--- src/rtl/csa_accum_if.sv ---
// csa_accum_if: operand/result handshake bundle for csa_accum; out_ovf exists only with CSA_ACCUM_OVF_EN
interface csa_accum_if #(parameter int DW = 8);
  logic in_valid, in_ready, in_last, out_valid, out_ready;
  logic [DW-1:0] in_data, out_data;
`ifdef CSA_ACCUM_OVF_EN
  logic out_ovf;
  modport slave(input in_valid, in_data, in_last, out_ready, output in_ready, out_valid, out_data, out_ovf);
  modport master(output in_valid, in_data, in_last, out_ready, input in_ready, out_valid, out_data, out_ovf);
`else
  modport slave(input in_valid, in_data, in_last, out_ready, output in_ready, out_valid, out_data);
  modport master(output in_valid, in_data, in_last, out_ready, input in_ready, out_valid, out_data);
`endif
endinterface

--- src/rtl/csa_accum.sv ---
// csa_accum: carry-save frame accumulator resolved CW bits per cycle; CSA_ACCUM_OVF_EN adds sticky out_ovf
module csa_accum #(
  parameter int DW = 8,
  parameter int CW = 4
) (
  input logic clk,
  input logic rst,
  csa_accum_if.slave bus
);
  localparam int NCH = DW / CW;
  localparam int IW = NCH > 1 ? $clog2(NCH) : 1;
  typedef enum logic [1:0] {ACCUM, RESOLVE, DONE} state_t;
  state_t state_q;
  logic [DW-1:0] s_q, c_q, r_q, s_d, c_d;
  logic [IW-1:0] k_q;
  logic cy_q, last_k;
  logic [CW:0] sum_w;
  assign s_d = s_q ^ c_q ^ bus.in_data;
  assign c_d = {(s_q[DW-2:0] & c_q[DW-2:0]) | (s_q[DW-2:0] & bus.in_data[DW-2:0]) | (c_q[DW-2:0] & bus.in_data[DW-2:0]), 1'b0};
  assign last_k = k_q == IW'(NCH - 1);
  // chunk 0 never takes the stale inter-chunk carry
  assign sum_w = {1'b0, s_q[k_q*CW +: CW]} + {1'b0, c_q[k_q*CW +: CW]} + {{CW{1'b0}}, k_q != '0 && cy_q};
  assign bus.in_ready = state_q == ACCUM;
  assign bus.out_valid = state_q == DONE;
  assign bus.out_data = r_q;
`ifdef CSA_ACCUM_OVF_EN
  logic ovf_q, lost;
  assign lost = (s_q[DW-1] & c_q[DW-1]) | (s_q[DW-1] & bus.in_data[DW-1]) | (c_q[DW-1] & bus.in_data[DW-1]);
  assign bus.out_ovf = ovf_q;
`endif
  always_ff @(posedge clk) begin
    if (rst) begin
      state_q <= ACCUM;
      s_q <= '0;
      c_q <= '0;
      r_q <= '0;
      k_q <= '0;
      cy_q <= 1'b0;
`ifdef CSA_ACCUM_OVF_EN
      ovf_q <= 1'b0;
`endif
    end else begin
      case (state_q)
        ACCUM: if (bus.in_valid) begin
          s_q <= s_d;
          c_q <= c_d;
`ifdef CSA_ACCUM_OVF_EN
          ovf_q <= ovf_q | lost;
`endif
          if (bus.in_last) state_q <= RESOLVE;
        end
        RESOLVE: begin
          r_q[k_q*CW +: CW] <= sum_w[CW-1:0];
          cy_q <= sum_w[CW];
          k_q <= last_k ? '0 : k_q + 1'b1;
`ifdef CSA_ACCUM_OVF_EN
          ovf_q <= ovf_q | (last_k & sum_w[CW]);
`endif
          if (last_k) state_q <= DONE;
        end
        DONE: if (bus.out_ready) begin
          s_q <= '0;
          c_q <= '0;
          k_q <= '0;
`ifdef CSA_ACCUM_OVF_EN
          ovf_q <= 1'b0;
`endif
          state_q <= ACCUM;
        end
        default: state_q <= ACCUM;
      endcase
    end
  end
endmodule

--- src/flat_wrapper.sv ---
// flat-port wrapper written by rule: the top's interface ports become plain ports
module csa_accum_flat 
#(
  parameter int DW = 8,
  parameter int CW = 4
)
  (clk, rst, bus_in_valid, bus_in_data, bus_in_last, bus_out_ready, bus_in_ready, bus_out_valid, bus_out_data);
  csa_accum_if #(.DW(DW)) bus_i ();
  input logic clk;
  input logic rst;
  input wire logic [$bits(bus_i.in_valid)-1:0] bus_in_valid;
  input wire logic [$bits(bus_i.in_data)-1:0] bus_in_data;
  input wire logic [$bits(bus_i.in_last)-1:0] bus_in_last;
  input wire logic [$bits(bus_i.out_ready)-1:0] bus_out_ready;
  output wire logic [$bits(bus_i.in_ready)-1:0] bus_in_ready;
  output wire logic [$bits(bus_i.out_valid)-1:0] bus_out_valid;
  output wire logic [$bits(bus_i.out_data)-1:0] bus_out_data;
  assign bus_i.in_valid = bus_in_valid;
  assign bus_i.in_data = bus_in_data;
  assign bus_i.in_last = bus_in_last;
  assign bus_i.out_ready = bus_out_ready;
  assign bus_in_ready = bus_i.in_ready;
  assign bus_out_valid = bus_i.out_valid;
  assign bus_out_data = bus_i.out_data;
  csa_accum #(.DW(DW), .CW(CW)) u_core (.clk(clk), .rst(rst), .bus(bus_i));
endmodule
--- config.mk ---
export PLATFORM = sky130hd
export DESIGN_NAME = csa_accum_flat
export DESIGN_NICKNAME = d
export VERILOG_FILES = /design/src/rtl/csa_accum_if.sv /design/src/rtl/csa_accum.sv /design/src/flat_wrapper.sv
export SDC_FILE = /design/constraint.sdc
export NUM_CORES = 1
export LEC_CHECK = 0
export ABC_AREA = 0
export BUFFER_PORTS_ARGS = -buffer_cell sky130_fd_sc_hd__buf_4
export CORE_ASPECT_RATIO = 2
export CORE_MARGIN = 8
export CORE_UTILIZATION = 42
export CTS_BUF_LIST = sky130_fd_sc_hd__clkbuf_16
export DETAILED_ROUTE_END_ITERATION = 6
export GPL_ROUTABILITY_DRIVEN = 0
export PLACE_DENSITY = 0.64
export SLEW_MARGIN = 20
export SYNTH_ARGS = -nofsm -noshare
export SYNTH_HDL_FRONTEND = slang
export SYNTH_SLANG_ARGS = --single-unit
--- constraint.sdc ---
create_clock -name clk -period 6.25 [get_ports clk]
set_input_delay 0.625 -clock clk [delete_from_list [all_inputs] [get_ports clk]]
set_output_delay 0.625 -clock clk [all_outputs]
set_load 0.01 [all_outputs]
==> flow_metrics.tcl <==
set metrics [dict create \
    tightest_slew_ps 889 \
    cp_data_arrival_time_ps 2460 \
    synth-compound-area-share 0.179 \
    hold_path_class "reg2reg" \
    drt-initial-drc-count 26 \
    yosys.area_share.simple 0.149 \
    ios 23 \
    wl_mm 3.18 \
    r2r_end "u_core.bus.out_data[1]" \
    syn-cell-area_sq_um 1460 \
    cts_tree "built" \
    drtAntennaViolNets 0 \
    r2r_start "u_core.k_q" \
    yosysTopAreaCellShare 0.371 \
    wl_per_cell_microns 15.3 \
    path_clk_slew_ps 60 \
    max_cap_viol_count 0 \
    utilization 0.507 \
    finalCriticalPeriod_ps 2290 \
    finalHoldViolCount 0 \
    synth_cell_types 33 \
    setup_viol 0 \
    slew_headroom 0.390 \
    dieArea_sq_um 5730 \
    fin_worst_skew_ps 2.65 \
    rsz0062_at_grt "false" \
    die_w_microns 57.7 \
    fp.dieH_microns 99.3 \
    drive_gt1_frac 0.189 \
    synth.avg_cell_area_sq_um 9.17 \
    syn-num-nets 184 \
    synth-xor-area-share 0.0120 \
    num_rows 30 \
    finalCritPeriodShare 0.366 \
    power_w 0.000391 \
    grtUsageTotal 0.119 \
    clkLatencyLatePin_ps 260 \
    vdd.ir_drop.worst_uv 221 \
    mostFrequentLayoutCell "dfxtp_1" \
    postCtsSetupRepairBufs 0 \
    ys_warn_count 0 \
    synth_top_family_by_area "compound AO/OA/AOI/OAI gates" \
    grt_max_degree 30 \
    crit_path_max_fanout 13 \
    ys.flop_type "dfxtp_1" \
    synthMuxAreaShare 0.0867 \
    synth_largest_area_cell "dfxtp_1" \
    yosysSeqAreaShare 0.371 \
    grt_pass1_vias 1186 \
    dp_cells 203 \
    total_leakage_power_nw 0.685 \
    synth_cells 159 \
    antennaDiodeCount 0 \
    synth_edf_count 0 \
    reg2reg_depth 5 \
    cts_sinks 27 \
    async_reset_ff_frac 0 \
    critPathRequiredTime_ps 6420 \
    min_path_cells 2 \
    cts_resized 0 \
    ctsLongestPathBuffers 2 \
    htree_levels 1 \
    worst-setup-path-type "reg2reg" \
    outcome "completed" \
    dp_hpwl_mm 2.47 \
    cts.hold.buffers_added 0 \
    antenna_found_initial 0 \
    globalRouteOverflowTotal 0 \
    min_to "u_core.bus.out_data[4]" \
    numCtsBuffers 3 \
    drcViolationCount 0 \
    start_util 0.436 \
    fp.coreArea_sq_um 3340 \
    grt_pass1_wl_mm 5.45 \
    via_per_inst 5.58 \
    areaGrowthSynthToFinish_pct 16.2 \
    fin_cells 207 \
    final_cell_mix "dfxtp_1, buf_4, a21oi_1" \
    crit_path_end_kind "flip-flop" \
    fmax_mhz 437 \
    firstDrtPassIters 4 \
    num_vias 1156 \
    setup_tns_ps 0 \
    synth_fa_ha_area_frac 0.144 \
    root_buffer "clkbuf_16" \
    numPortBuffers 22 \
    powerDensity_nw_per_um2 231 \
    ys_ff_latch 27 \
    min_from "u_core.bus.out_data[4]" \
    ys_top_cells_by_area "dfxtp_1, fa_1, a21oi_1, o21ai_0, mux2i_1" \
    start_kind "flip-flop" \
    slew_violations 0 \
    final_nets 201 \
    r2r_slack_ps 3960 \
]
==> power breakdown <==
part | switching, W | leakage (nW) | internal (W)
logic | 0.0000294 | 0.423 | 0.0000285
registers | 0.0000120 | 0.220 | 0.000181
clock network | 0.0000546 | 0.0423 | 0.0000855
total | 0.0000960 | 0.685 | 0.000295
==> worst max path at each step <==
stage / startpoint / endpoint / slack, ps
2_1_floorplan: u_core.k_q / u_core.bus.out_data[1] / 4020
3_3_place_gp: u_core.k_q / u_core.bus.out_data[1] / 4050
3_5_place_dp: u_core.k_q / u_core.bus.out_data[1] / 3940
4_1_cts: u_core.k_q / u_core.bus.out_data[1] / 3940
5_1_grt: u_core.k_q / u_core.bus.out_data[1] / 3820
6_report: u_core.k_q / u_core.bus.out_data[1] / 3960
==> state kept, by name, indices dropped and copies added (netlist names) <==
register	cells
u_core.cy_q	1
u_core.s_q	8
u_core.state_q	2
u_core.k_q	1
u_core.c_q	7
u_core.bus.out_data	8
==> synth_stat cells (2+ instances only) <==
library cell / instances
a21oi_1: 19
a211oi_1: 3
o211ai_1: 3
mux2_2: 5
dfxtp_1: 27
buf_4: 2
buf_1: 2
fa_1: 8
clkbuf_1: 4
nor2_1: 11
nand4_1: 2
nand2b_1: 2
o311ai_0: 2
and2_1: 2
xnor2_1: 2
nor3b_2: 2
inv_1: 10
o21ai_0: 16
nor2b_1: 3
nand2_1: 12
ha_1: 4
mux2i_1: 7
==> critical path, cell delays in order (launching register included) <==
cell      delay [ps]
dfxtp_1          600
mux2_2           400
fa_1             430
inv_1             90
fa_1             450
a211oi_1         230
==> cells by family (layout without fill, tap and decap cells) <==
logic type / after synthesis / after routing
AO/OA/AOI/OAI: 45 / 45
AND/OR/NAND/NOR: 41 / 41
flip-flops: 27 / 27
buffers and inverters: 20 / 36
adder cells (fa/ha/maj): 12 / 12
multiplexers: 12 / 12
XOR/XNOR: 2 / 2
==> layout make-up <==
cell class | count | area [sq um]
multi-input combinational | 112 | 832
sequential | 27 | 541
clock buffer | 3 | 75.1
inverter | 10 | 37.5
tap | 32 | 40.0
timing repair buffer | 22 | 165
fill | 327 | 1650
clock inverter | 1 | 3.75
==> metrics by stage <==
| stage | worst slack, ps | instance area (sq um) | hold WS (ps) |
|---|---|---|---|
| 6_report | 3960 | 1690 | 503 |
| 2_1_floorplan | 4020 | 1460 | 462 |
| 4_1_cts | 3940 | 1690 | 509 |
| 5_1_grt | 3820 | 1690 | 528 |
| 3_3_place_gp | 4050 | 1620 | 477 |
| 3_5_place_dp | 3940 | 1620 | 492 |
==> per-layer routing <==
metal | part of all wire | vias to the layer above | global-route usage
li1 | - | 577 | -
met1 | 0.39 | 550 | 0.118
met2 | 0.56 | 23 | 0.223
met3 | 0.036 | 6 | 0.0233
met4 | 0.020 | 0 | 0.0570
met5 | 0 | - | 0
Power figures use the tool's default switching activity.
